**src/rtl/uart_pkg.sv**
```systemverilog
// Shared types and limits for the UART baud/sampling tick generator.
package uart_pkg;

  localparam int unsigned OSR_MIN    = 4;
  localparam int unsigned OSR_MAX    = 32;
  localparam int unsigned DIV_MIN    = 2;
  localparam int unsigned OSR_W      = 6;
  localparam int unsigned CFG_DIV_W  = 16;
  localparam int unsigned CFG_FRAC_W = 4;

  // One complete divisor / oversampling setting
  typedef struct packed {
    logic [CFG_DIV_W-1:0]  div_int;
    logic [CFG_FRAC_W-1:0] div_frac;
    logic [OSR_W-1:0]      osr;
  } cfg_t;

  typedef enum logic {
    CFG_IDLE,
    CFG_PEND
  } cfg_state_e;

  // div_int >= 2 and an even oversampling ratio within [4, 32]
  function automatic logic cfg_legal(input cfg_t c);
    return (c.div_int >= CFG_DIV_W'(DIV_MIN)) &&
           (c.osr >= OSR_W'(OSR_MIN)) &&
           (c.osr <= OSR_W'(OSR_MAX)) &&
           !c.osr[0];
  endfunction

endpackage

```
**src/rtl/uart_frac_divider.sv**
```systemverilog
// Fractional clock divider: periods of div_int or div_int+1 clocks so that the
// long-run average period is div_int + div_frac/2^FRAC_W.
module uart_frac_divider #(
  parameter int unsigned DIV_W  = 16,
  parameter int unsigned FRAC_W = 4
) (
  input  logic              clk,
  input  logic              reset_n,
  input  logic              clear,
  input  logic [DIV_W-1:0]  div_int,
  input  logic [FRAC_W-1:0] div_frac,
  output logic              s_tick
);

  localparam int unsigned CW = DIV_W + 1;
  localparam int unsigned AW = FRAC_W + 1;

  logic [DIV_W-1:0]  div_cnt;
  logic [FRAC_W-1:0] frac_acc;
  logic              carry;
  logic [CW-1:0]     last_cnt;
  logic [AW-1:0]     acc_sum;

  // Last count of the current period (period = div_int + carry)
  always_comb begin
    last_cnt = {1'b0, div_int} + CW'(carry) - CW'(1);
    acc_sum  = {1'b0, frac_acc} + {1'b0, div_frac};
    s_tick   = ({1'b0, div_cnt} == last_cnt);
  end

  // Period counter and fractional accumulator; carry stretches the next period
  always_ff @(posedge clk or negedge reset_n) begin
    if (!reset_n) begin
      div_cnt  <= '0;
      frac_acc <= '0;
      carry    <= 1'b0;
    end else if (clear) begin
      div_cnt  <= '0;
      frac_acc <= '0;
      carry    <= 1'b0;
    end else if (s_tick) begin
      div_cnt           <= '0;
      {carry, frac_acc} <= acc_sum;
    end else begin
      div_cnt <= div_cnt + DIV_W'(1);
    end
  end

endmodule

```
**src/rtl/uart_baud_gen.sv**
```systemverilog
// UART baud/sampling tick generator: fractional divider, oversample counter,
// mid-bit and bit-boundary decode, and a valid/ready runtime config port.
// DIV_W / FRAC_W must match the config record widths in uart_pkg.
module uart_baud_gen
  import uart_pkg::*;
#(
  parameter int unsigned DIV_W        = CFG_DIV_W,
  parameter int unsigned FRAC_W       = CFG_FRAC_W,
  parameter int unsigned DEF_DIV_INT  = 27,
  parameter int unsigned DEF_DIV_FRAC = 2,
  parameter int unsigned DEF_OSR      = 16
) (
  input  logic              clk,
  input  logic              reset_n,
  input  logic              en,
  input  logic              resync,
  input  logic              cfg_valid,
  output logic              cfg_ready,
  input  logic [DIV_W-1:0]  cfg_div_int,
  input  logic [FRAC_W-1:0] cfg_div_frac,
  input  logic [OSR_W-1:0]  cfg_osr,
  output logic              cfg_err,
  output logic              s_tick,
  output logic              mid_tick,
  output logic              bit_tick
);

  cfg_state_e       state, state_nxt;
  cfg_t             act_cfg, pend_cfg, req_cfg;
  logic             en_q;
  logic             clear;
  logic             div_tick;
  logic             legal;
  logic             load_pend;
  logic             apply;
  logic             err_nxt;
  logic [OSR_W-1:0] osr_cnt, osr_nxt, osr_last, osr_half;

  // An en rise restarts the phase exactly like a resync pulse
  assign clear = !en || !en_q || resync;

  uart_frac_divider #(
    .DIV_W  (DIV_W),
    .FRAC_W (FRAC_W)
  ) u_div (
    .clk      (clk),
    .reset_n  (reset_n),
    .clear    (clear),
    .div_int  (DIV_W'(act_cfg.div_int)),
    .div_frac (FRAC_W'(act_cfg.div_frac)),
    .s_tick   (div_tick)
  );

  // Incoming config request and its legality
  always_comb begin
    req_cfg.div_int  = CFG_DIV_W'(cfg_div_int);
    req_cfg.div_frac = CFG_FRAC_W'(cfg_div_frac);
    req_cfg.osr      = cfg_osr;
    legal            = cfg_legal(req_cfg);
  end

  // Config handshake state register
  always_ff @(posedge clk or negedge reset_n) begin
    if (!reset_n) state <= CFG_IDLE;
    else          state <= state_nxt;
  end

  // Handshake next state: accept in IDLE, apply pending at a period wrap or restart
  always_comb begin
    state_nxt = state;
    load_pend = 1'b0;
    apply     = 1'b0;
    err_nxt   = 1'b0;
    case (state)
      CFG_IDLE: begin
        if (cfg_valid) begin
          if (legal) begin
            load_pend = 1'b1;
            state_nxt = CFG_PEND;
          end else begin
            err_nxt = 1'b1;
          end
        end
      end
      CFG_PEND: begin
        if (div_tick || !en || resync) begin
          apply     = 1'b1;
          state_nxt = CFG_IDLE;
        end
      end
      default: state_nxt = CFG_IDLE;
    endcase
  end

  // Active/pending config, error pulse and enable history
  always_ff @(posedge clk or negedge reset_n) begin
    if (!reset_n) begin
      act_cfg.div_int  <= CFG_DIV_W'(DEF_DIV_INT);
      act_cfg.div_frac <= CFG_FRAC_W'(DEF_DIV_FRAC);
      act_cfg.osr      <= OSR_W'(DEF_OSR);
      pend_cfg         <= '0;
      cfg_err          <= 1'b0;
      en_q             <= 1'b0;
    end else begin
      en_q    <= en;
      cfg_err <= err_nxt;
      if (load_pend) pend_cfg <= req_cfg;
      if (apply)     act_cfg  <= pend_cfg;
    end
  end

  // Oversample position; out-of-range positions fold to 0 under a smaller new ratio
  always_comb begin
    osr_last = act_cfg.osr - OSR_W'(1);
    osr_half = (act_cfg.osr >> 1) - OSR_W'(1);
    osr_nxt  = osr_cnt;
    if (clear) begin
      osr_nxt = '0;
    end else if (div_tick) begin
      osr_nxt = (osr_cnt == osr_last) ? '0 : osr_cnt + OSR_W'(1);
      if (apply && (osr_nxt >= pend_cfg.osr)) osr_nxt = '0;
    end
  end

  // Oversample counter register
  always_ff @(posedge clk or negedge reset_n) begin
    if (!reset_n) osr_cnt <= '0;
    else          osr_cnt <= osr_nxt;
  end

  // Tick decode from registered state only
  always_comb begin
    cfg_ready = (state == CFG_IDLE);
    s_tick    = div_tick;
    mid_tick  = div_tick && (osr_cnt == osr_half);
    bit_tick  = div_tick && (osr_cnt == osr_last);
  end

endmodule
```
**config.mk**
```make
export PLATFORM = sky130hd
export DESIGN_NAME = uart_baud_gen
export DESIGN_NICKNAME = d
export VERILOG_FILES = /design/src/rtl/uart_pkg.sv /design/src/rtl/uart_frac_divider.sv /design/src/rtl/uart_baud_gen.sv
export SDC_FILE = /design/constraint.sdc
export NUM_CORES = 1
export LEC_CHECK = 0
export CORE_MARGIN = 2
export CORE_UTILIZATION = 65
export DETAILED_ROUTE_END_ITERATION = 7
export MAX_ROUTING_LAYER = met4
export PLACE_DENSITY = 0.87
export SYNTH_ARGS = -nofsm -noshare
export SYNTH_HDL_FRONTEND = slang
export SYNTH_SLANG_ARGS = --single-unit
```
**constraint.sdc**
```tcl
create_clock -name clk -period 5.3 [get_ports clk]
set_input_delay 1.06 -clock clk [delete_from_list [all_inputs] [get_ports clk]]
set_output_delay 1.06 -clock clk [all_outputs]
set_load 0.1 [all_outputs]
```
==> impl_metrics.toml <==
[yosys]
yosys-top-cells-count = "dfrtp_1 (76), nand2_1 (58), nand3_1 (45), clkbuf_1 (34), nor2_1 (33)"
synth-seq-area-share_pct = 38.21
synth_seq_cells = 82
yosysTopAreaCellShare_pct = 35.28
syn-num-nets = 630
synth_top_cell_by_area = "dfrtp_1"
yosysWarnings = 0
syn_inst = 581
yosysUniqueCellTypes = 63
yosysMostFrequentCell = "dfrtp_1"
synthesis.area_sq_mm = 0.005390
synth_top_flop_cell = "dfrtp_1"
yosys-top-cells-area = "dfrtp_1 (35%), mux2_2 (5.4%), xor2_1 (4.5%)"
async_reset_ff_share_pct = 100.0
synth-edff-count = 0
syn_area_per_cell_sq_um = 9.277

[power_and_ir_drop]
irDropWorstVdd_mv = 0.1971
power.density_mw_per_mm2 = 277.3
fin_total_pwr_w = 0.001650
leakage_nw = 2.320

[clock_network]
ctsHoldBuffers = 0
cts_tree = "done"
cts_root_buf = "clkbuf_8"
clockBufferDepth = 2
clk_pin_slew_ps = 90
clock_latency_ps = 360
cts_resized = 0
post_cts_buffers = 0
clock_sinks = 82
htreeDepth = 3
cts_inserted_buffers = 9

[placed_design]
place_area_sq_mm = 0.005739
port-buffer-count = 35
dp_hpwl_mm = 8.482
dp_worst_setup_slack_ps = 1051
gp_congestion = 0.9162

[timing]
maxSlewHeadroom_pct = 31.44
fin_crit_ps = 4654
hold_viol = 0
drv_slew = 0
rsz0062_at_grt = "no"
tns_ps = 0
setup_slack_ps = 645.7
period_share_pct = 87.82
skew_ps = 10.33
fmax_mhz = 214.9
setup_viol = 0
worst_pin_slew_ps = 1028

[floorplan]
die_w_microns = 95.07
core_region_area_sq_mm = 0.008134
start_util_pct = 66.27
fp.dieH_microns = 95.07
ioPinCount = 36
die_area_sq_mm = 0.009037
rows = 33

[final_layout]
finalNetCount = 633
diodes = 0
fin_area_sq_mm = 0.005951
area_growth_pct = 10.40
drive_gt1_share_pct = 12.22

[routing]
routed_wl_mm = 12.62
vias_per_cell = 6.602
dr.pass1.iters = 5
num_vias = 4582
drc = 0
wire_per_inst_microns = 18.18
antenna_left = 0
drtIter0Drc = 491

[worst_hold_path]
whs_path_depth = 1
hold_end = "pend_cfg[6]"
hold_class = "flop to flop"
worstHoldStart = "pend_cfg[6]"

[grt]
first_global_vias = 4355
antenna_found_initial = 0
grt_max_degree = 83
grt.total_usage_pct = 31.05
grt_pass1_wl_mm = 21.29
grt.overflow.total = 0

[outcome]
outcome = "finished, final reports clean"

[worst_setup_path]
worstPathArrival_ps = 3590
start_kind = "flop"
worst_r2r_endpoint = "osr_cnt[3]"
endpoint_kind = "output pin"
r2r-start = "act_cfg[10]"
r2r_slack_ps = 1470
crit_required_ps = 4240
criticalPathCategory = "flop to output pin"
ff2ff_path_depth = 10
path_max_fanout = 10

[job]
drv_cap = 0
==> metrics by stage <==
step	utilization, %	hold WS (ps)	std cells
after floorplan	-	479.8	581
after global placement	70.56	487.9	678
after detailed placement	70.56	493.4	678
after CTS	73.16	513.4	694
after global routing	73.16	532.5	694
final	73.16	511.5	694
==> placed cells by master (no fill, tap or decap), types with 3 or more instances in the layout <==
cell type         n
a211o_1           3
a21o_1            4
a21oi_1          10
a31oi_1          27
and2_1            4
and3_1            7
buf_4            10
clkbuf_8         10
clkdlybuf4s50_1  31
clkinv_4          4
dfrtp_1          76
dfstp_2           6
ha_1             17
inv_1            17
mux2_2           26
mux2i_1          10
nand2_1          58
nand2b_1          5
nand3_1          45
nand4_1           4
nor2_1           33
nor2b_1           3
nor3_1            9
nor4_1            5
o211ai_1          3
o21ai_0           9
o22ai_1           7
o2bb2ai_1        21
o311ai_0         24
o311ai_1          4
o31ai_1           3
or4_1             4
xnor2_1          23
xor2_1           28
==> worst max path at each step <==
stage                     start       end  slack [ps]  cells after the start
floorplan           act_cfg[18]  mid_tick         110                      8
global placement    act_cfg[19]  mid_tick        1080                      8
detailed placement  act_cfg[18]  mid_tick        1050                      8
CTS                 act_cfg[18]  mid_tick         640                      8
global route        act_cfg[19]  mid_tick         440                      8
finish              act_cfg[18]  mid_tick         650                      8
==> state kept, by name, summed over array words and instances (netlist names) <==
name            count
act_cfg            26
pend_cfg           26
u_div.div_cnt      16
osr_cnt             6
u_div.frac_acc      4
cfg_err             1
en_q                1
state               1
u_div.carry         1
==> routing by layer <==
layer,part of all wire (%),global-route usage (%),vias to the layer above
met1,44,42.61,2225
li1,-,-,2162
met2,49,47.95,179
met3,5.9,3.953,16
met5,0,-,-
met4,1.6,10.87,0
==> cell type report <==
| type | instances | area (sq um) |
|---|---|---|
| Multi-Input combinational cell | 433 | 3099 |
| Fill cell | 584 | 2183 |
| Sequential cell | 82 | 2059 |
| Timing Repair Buffer | 41 | 385.4 |
| Clock buffer | 10 | 137.6 |
| Tap cell | 105 | 131.4 |
| Clock inverter | 6 | 73.82 |
| Inverter | 17 | 63.81 |
==> worst max-delay path, cell delays in order (launching register included) <==
cell	delay [ps]
dfrtp_1	490
or4_1	630
or4_1	520
o21ai_0	260
nand4_1	100
or4_1	570
nor3_4	180
and4_1	200
buf_4	280
==> power breakdown <==
part           internal, W  total [W]  leakage (nW)  switching (W)
registers         0.000710   0.000808         0.985      0.0000981
clock network     0.000236   0.000488         0.107       0.000252
logic             0.000176   0.000354          1.23       0.000178
total              0.00112    0.00165          2.32       0.000529
==> kinds of logic (layout without fill, tap and decap cells) <==
group / count (synthesis) / in the layout / synth area share [%]
AO/OA/AOI/OAI: 132 / 132 / 18.55
adder cells (fa/ha/maj): 18 / 18 / 4.317
buffers and inverters: 66 / 74 / 4.967
AND/OR/NAND/NOR: 196 / 196 / 18.38
XOR/XNOR: 51 / 51 / 8.287
flip-flops: 82 / 82 / 38.21
multiplexers: 36 / 36 / 7.289
Power figures use the tool's default switching activity.
